**config.mk**
```make
export PLATFORM = sky130hd
export DESIGN_NAME = ekg_peak_detector
export DESIGN_NICKNAME = d
export VERILOG_FILES = /design/src/rtl/ekg_peak_detector.sv
export SDC_FILE = /design/constraint.sdc
export NUM_CORES = 1
export LEC_CHECK = 0
export CORE_MARGIN = 2
export CORE_UTILIZATION = 35
export CTS_CLUSTER_DIAMETER = 100
export DETAILED_ROUTE_END_ITERATION = 8
export HOLD_SLACK_MARGIN = 0.05
export PLACE_DENSITY = 0.63
export SETUP_SLACK_MARGIN = 0.02
export SLEW_MARGIN = 20
export SYNTH_ARGS = -nofsm -noshare
export SYNTH_HDL_FRONTEND = slang
export SYNTH_SLANG_ARGS = --single-unit
```
**constraint.sdc**
```tcl
create_clock -name clk -period 13.63 [get_ports clk]
set_input_delay 3.4075 -clock clk [delete_from_list [all_inputs] [get_ports clk]]
set_output_delay 3.4075 -clock clk [all_outputs]
set_load 0.01 [all_outputs]
```
**src/rtl/ekg_peak_detector.sv**
```systemverilog
// ekg_peak_detector: R-peak detector for a signed ECG sample stream.
// A sample above THRESHOLD opens a local-maximum search. The first sample that
// falls below the running maximum declares the peak. A refractory window
// follows, and the R-R interval is reported in valid-sample units.
module ekg_peak_detector #(
  parameter int                       DATA_W     = 24,
  parameter logic signed [DATA_W-1:0] THRESHOLD  = DATA_W'(1048576),
  parameter int                       REFRACTORY = 50,
  parameter int                       RR_W       = 16
) (
  input  logic                     clk,
  input  logic                     reset,
  input  logic signed [DATA_W-1:0] data_in,
  input  logic                     data_valid,
  output logic                     peak,
  output logic signed [DATA_W-1:0] peak_value,
  output logic [RR_W-1:0]          rr_interval,
  output logic                     rr_valid,
  output logic [15:0]              beat_count
);

  localparam int REF_W = (REFRACTORY > 1) ? $clog2(REFRACTORY) : 1;

  typedef enum logic [1:0] {
    S_SEARCH  = 2'd0,
    S_TRACK   = 2'd1,
    S_REFRACT = 2'd2
  } state_t;

  state_t                     r_state;
  state_t                     w_state_nxt;
  logic signed [DATA_W-1:0]   r_max;
  logic [RR_W-1:0]            r_cap;
  logic [RR_W-1:0]            r_cnt;
  logic [REF_W-1:0]           r_ref_cnt;
  logic                       r_first_beat;
  logic                       w_declare;
  logic                       w_load_max;
  logic [RR_W-1:0]            w_cnt_inc;

  // Saturating increment: the interval counter sticks at all-ones, never wraps.
  function automatic logic [RR_W-1:0] sat_inc(input logic [RR_W-1:0] v);
    return (&v) ? v : v + 1'b1;
  endfunction

  assign w_cnt_inc = sat_inc(r_cnt);

  // State register.
  always_ff @(posedge clk or posedge reset) begin
    if (reset) r_state <= S_SEARCH;
    else       r_state <= w_state_nxt;
  end

  // Next-state and per-sample strobes. Only valid samples move the FSM.
  always_comb begin
    w_state_nxt = r_state;
    w_declare   = 1'b0;
    w_load_max  = 1'b0;
    if (data_valid) begin
      case (r_state)
        S_SEARCH: begin
          if (data_in > THRESHOLD) begin
            w_state_nxt = S_TRACK;
            w_load_max  = 1'b1;
          end
        end
        S_TRACK: begin
          if (data_in >= r_max) begin
            w_load_max = 1'b1;
          end else begin
            w_declare   = 1'b1;
            w_state_nxt = S_REFRACT;
          end
        end
        S_REFRACT: begin
          if (r_ref_cnt == '0) w_state_nxt = S_SEARCH;
        end
        default: w_state_nxt = S_SEARCH;
      endcase
    end
  end

  // Sample counter, maximum capture, refractory countdown and peak outputs.
  always_ff @(posedge clk or posedge reset) begin
    if (reset) begin
      r_max        <= '0;
      r_cap        <= '0;
      r_cnt        <= '0;
      r_ref_cnt    <= '0;
      r_first_beat <= 1'b1;
      peak         <= 1'b0;
      peak_value   <= '0;
      rr_interval  <= '0;
      rr_valid     <= 1'b0;
      beat_count   <= '0;
    end else begin
      peak     <= 1'b0;
      rr_valid <= 1'b0;
      if (data_valid) begin
        // A declare only happens on the sample right after the last >= max
        // sample, so the declaring sample is always one sample past the peak.
        // Re-basing to 1 also stays exact when the counter had saturated.
        r_cnt <= w_declare ? RR_W'(1) : w_cnt_inc;
        if (w_load_max) begin
          r_max <= data_in;
          r_cap <= w_cnt_inc;
        end
        if (w_declare) begin
          peak       <= 1'b1;
          peak_value <= r_max;
          beat_count <= beat_count + 1'b1;
          r_ref_cnt  <= REF_W'(REFRACTORY - 1);
          if (r_first_beat) begin
            r_first_beat <= 1'b0;
          end else begin
            rr_valid    <= 1'b1;
            rr_interval <= r_cap;
          end
        end else if (r_state == S_REFRACT && r_ref_cnt != '0) begin
          r_ref_cnt <= r_ref_cnt - 1'b1;
        end
      end
    end
  end

endmodule

```
# Word level (Yosys, flattened, before mapping)
# Cells that the tools add are included.
[word_totals] ff_bits=123 inputBits=27 out_inout_bits=58 elab_cells=53
[classes] n_addsub=3 magnitude_cmp=2 eq_ne=5 n_mux=20 n_bitwise=1 reduce_logical=11
[op_table] op="$add A16 B1 Y16 const B" n=2
[op_table] op="$mux W16" n=2
[op_table] op="$ge A24 B24 Y1" n=1
[op_table] op="$gt A24 B22 Y1 const B" n=1
[op_table] op="$reduce_and A16 Y1" n=1
[op_table] op="$mux W6" n=2
[op_table] op="$mux W1" n=11
[op_table] op="$logic_not A6 Y1" n=1
[op_table] op="$mux W2" n=3
[op_table] op="$ne A2 B2 Y1 const B" n=3
[op_table] op="$pmux W2 S3" n=1
[op_table] op="$reduce_and A2 Y1" n=3
[op_table] op="$reduce_bool A6 Y1" n=1
[op_table] op="$sub A6 B1 Y6 const B" n=1
[op_table] op="$reduce_and A4 Y1" n=1
[op_table] op="$reduce_and A3 Y1" n=1
[op_table] op="$eq A2 B1 Y1 const B" n=1
[op_table] op="$eq A2 B2 Y1 const B" n=1
[op_table] op="$logic_not A2 Y1" n=1
[op_table] op="$pmux W1 S2" n=1
[op_table] op="$reduce_bool A2 Y1" n=1
[op_table] op="$logic_and A1 B1 Y1" n=1
[op_table] op="$not A1 Y1" n=1

# Logic depth before layout (Yosys ltp)
[logic_depth] word_depth=6 mapped_depth=12

# Worst setup path before layout
# No wires, ideal clock.
[synth_path] path_type="input-to-reg" start="input port data_in[23]" end="register rr_interval[0]" arrival_time_ns=5.473 t_required_ns=13.505 setup_slack_ns=8.032 path_stages=10 path_buffers=2 path_cell_list="ha_1 -> nand4_1 -> nor4_2 -> o31ai_1 -> nand3_2 -> mux2i_4 -> nor2b_4 -> buf_6 -> buf_6 -> mux2_4"
[synth_between] elab_chain_len=5
[synth_rtl] element="from (decl)" line="13" source="input logic signed [DATA_W-1:0] data_in,"
[synth_rtl] element="$ge A24 B24 Y1" line="68" source="if (data_in >= r_max) begin"
[synth_rtl] element="$mux W1" line="68"
[synth_rtl] element="$mux W1" line="60" source="case (r_state)"
[synth_rtl] element="$mux W1" line="59" source="if (data_valid) begin"
[synth_rtl] element="$reduce_and A3 Y1 (no line)"
[synth_rtl] element="to (signal assigned)" line="117" source="rr_interval <= r_cap;"
[synth_rtl] element="to (decl)" line="17" source="output logic [RR_W-1:0] rr_interval,"
# No other way between the ends.
# A chain may end at the register's enable or synchronous reset.

# Worst setup path in the final report
[layout_path] start="input port data_in[23]" end="register r_cnt[4]"
[layout_between] elab_chain_len=5
[layout_rtl] element="$ge A24 B24 Y1" line="68"
[layout_rtl] element="$mux W1" line="68"
[layout_rtl] element="$mux W1" line="60"
[layout_rtl] element="$mux W1" line="59"
[layout_rtl] element="$mux W16" line="103" source="r_cnt <= w_declare ? RR_W'(1) : w_cnt_inc;"
[layout_rtl] element="to (signal assigned)" line="103"
[layout_rtl] element="to (decl)" line="34" source="logic [RR_W-1:0] r_cnt;"
# No other way between the ends.

==> flow_metrics.env <==
export IMPL_yosys_top_cells_count="dfrtp_1, mux2_2, inv_1, ha_1, mux2_1"
export IMPL_synth_ff_type="dfrtp_1"
export IMPL_dp_hpwl_mm=8.686
export IMPL_worstMarginPinSlew_ns=0.8572
export IMPL_root_buffer="clkbuf_16"
export IMPL_synth_avg_cell_area_um2=12.01
export IMPL_synth_top_family_by_area="multiplexers"
export IMPL_slowest_stage="buf_4"
export IMPL_ctsHoldBuffers=0
export IMPL_worstPathRequired_ns=13.92
export IMPL_wl_per_cell_um=15.23
export IMPL_synth_most_common_cell="dfrtp_1"
export IMPL_drive_gt1_share_pct=16.56
export IMPL_synth_seq_area_share_pct=50.89
export IMPL_synth_cell_type_count=48
export IMPL_hold_ws_ns=0.4919
export IMPL_dr_pass1_iters=5
export IMPL_hp_class="flop to flop"
export IMPL_cts_inserted_buffers=17
export IMPL_start_util_pct=35.35
export IMPL_cts_buffer_depth=2
export IMPL_ys_ff_latch=123
export IMPL_place_gp_congestion=0.7823
export IMPL_power_density_nw_per_um2=212.4
export IMPL_netlist_area_leader_share_pct=50.45
export IMPL_wirelength_mm=12.63
export IMPL_grt_pass1_wl_mm=21.65
export IMPL_outcome="completed"
export IMPL_cts_resized=0
export IMPL_critPathLaunchType="primary input"
export IMPL_clkLatencyLatePin_ns=0.42
export IMPL_postCtsSetupBuffers=0
export IMPL_synth_compound_area_share_pct=5.914
export IMPL_endpoint_kind="flop"
export IMPL_ioPinCount=85
export IMPL_rsz0062_at_grt="false"
export IMPL_path_buf_inv=2
export IMPL_rows=48
export IMPL_final_setup_tns_ns=0
export IMPL_slew_violations=0
export IMPL_synth_enable_flop_cells=0
export IMPL_power_leakage_nw=3.432
export IMPL_die_w_um=135.5
export IMPL_cap_violations=0
export IMPL_syn_to_final_growth_pct=27.03
export IMPL_synthXorXnorAreaFrac_pct=4.632
export IMPL_finalClockSkew_ns=0.007670
export IMPL_syn_area_um2=6051
export IMPL_crit_arrival_ns=6.69
export IMPL_yosysTopAreaCell="dfrtp_1"
export IMPL_synth_cells=504
export IMPL_die_y_um=135.5
export IMPL_final_nets=646
export IMPL_path_clk_slew_ns=0.05
export IMPL_crit_path_max_fanout=68
export IMPL_synthAdderAreaFrac_pct=5.790
export IMPL_critical_path_max_stage_delay_ns=0.62
export IMPL_relSlewSlack_pct=42.86
export IMPL_cts_tree="built"
export IMPL_muxShareOfSynthArea_pct=16.52
export IMPL_drc=0
export IMPL_synthSimpleGateAreaFrac_pct=11.50
export IMPL_overflow=0
export IMPL_antenna_found_initial=0
export IMPL_clock_sinks=123
export IMPL_core_um2=17120
export IMPL_yosys_top_cells_area="dfrtp_1, mux2_2, ha_1"
export IMPL_die_area_um2=18360
export IMPL_max_freq_mhz=156.4
export IMPL_post_route_min_period_ns=6.392
export IMPL_syn_num_nets=559
export IMPL_ant_nets=0
export IMPL_setup_viol=0
export IMPL_path_cells="clkdlybuf4s50_1 -> ha_1 -> nand4_1 -> nor4_2 -> o31ai_1 -> nand3_2 -> mux2i_4 -> buf_4 -> nor2_1 -> a221o_1"
export IMPL_viasPerCell=4.953
export IMPL_n_antenna_cell=0
export IMPL_h_tree_depth=4
export IMPL_drt_initial_drc_count=200
export IMPL_grtUsageTotal_pct=15.06
export IMPL_vias=4106
export IMPL_ys_warn_count=0
export IMPL_critPathTopFamily="buffers and inverters"
export IMPL_vdd_ir_drop_max_mv=0.09752
export IMPL_portBuffers=84
export IMPL_first_global_vias=4317
export IMPL_grt_max_degree=70
export IMPL_min_period_over_period_pct=46.90
export IMPL_async_flop_share_pct=100.0
export IMPL_hold_viol=0
export IMPL_critPathKind="primary input to flop"
registers in the layout (all words and copies together), names as in the netlist:
register / flops
r_cap: 16
r_ref_cnt: 6
r_state: 2
r_cnt: 16
rr_interval: 16
peak_value: 24
r_first_beat: 1
r_max: 24
peak: 1
beat_count: 16
rr_valid: 1
cell families (layout without fill, tap and decap cells):
kind of cell             Yosys count  count (layout)
XOR/XNOR                          32              32
flip-flops                       123             123
buffers and inverters             58             158
adder cells (fa/ha/maj)           28              28
multiplexers                      85              85
AND/OR/NAND/NOR                  124             124
AO/OA/AOI/OAI                     54              54
cell usage in the layout, fill, tap and decap left out, types with 19 or more instances in the layout:
cell             synthesis  layout
mux2_2                  41      41
a21oi_1                 19      19
nand2_1                 22      22
nor2_1                  19      19
xnor2_1                 25      25
inv_1                   38      37
ha_1                    28      28
clkdlybuf4s50_1          0      84
mux2_1                  28      28
dfrtp_1                122     122
final timing paths:
check,from,endpoint,slack [ns],depth (start not counted)
hold / removal,beat_count[5],beat_count[5],0.49,1
min in group asynchronous,reset,peak_value[4],3.54,2
max in group asynchronous,reset,peak_value[0],8.86,3
setup reg to reg,r_max[23],r_cnt[4],10.31,10
setup / recovery,data_in[23],r_cnt[4],7.24,10
hold reg to reg,beat_count[5],beat_count[5],0.49,1
per-layer routing:
layer / vias to the layer above / GRT usage [%] / part of all wire [%]
met5: - / 0 / 0
met4: 0 / 6.366 / 1.4
met3: 15 / 4.340 / 5.0
met2: 97 / 23.97 / 48
met1: 2059 / 19.25 / 46
li1: 1935 / - / -
through the flow:
| step | instances | worst slack (ns) | power, W | area, um^2 | utilization (%) |
|---|---|---|---|---|---|
| 5_1_grt | 829 | 6.958 | 0.001748 | 7686 | 44.91 |
| 6_report | 829 | 7.238 | 0.001633 | 7686 | 44.91 |
| 3_3_place_gp | 797 | 6.904 | 0.001148 | 7061 | 41.25 |
| 4_1_cts | 829 | 7.221 | 0.001654 | 7686 | 44.91 |
| 2_1_floorplan | 504 | 6.953 | 0.0009626 | 6051 | - |
| 3_5_place_dp | 797 | 6.789 | 0.001171 | 7061 | 41.25 |
final cells by class:
type	count	area [um^2]
Timing Repair Buffer	88	870.8
Fill cell	1578	9430
Inverter	38	145.1
Clock buffer	19	452.9
Multi-Input combinational cell	323	2684
Clock inverter	13	172.7
Sequential cell	123	3079
Tap cell	225	281.5
power by group:
group	leakage [nW]	total (W)	internal, W	switching (W)
clock network	0.304	0.000475	0.000313	0.000162
registers	1.52	0.000601	0.000499	0.000102
logic	1.60	0.000557	0.000311	0.000246
(Power assumes the default switching activity.)
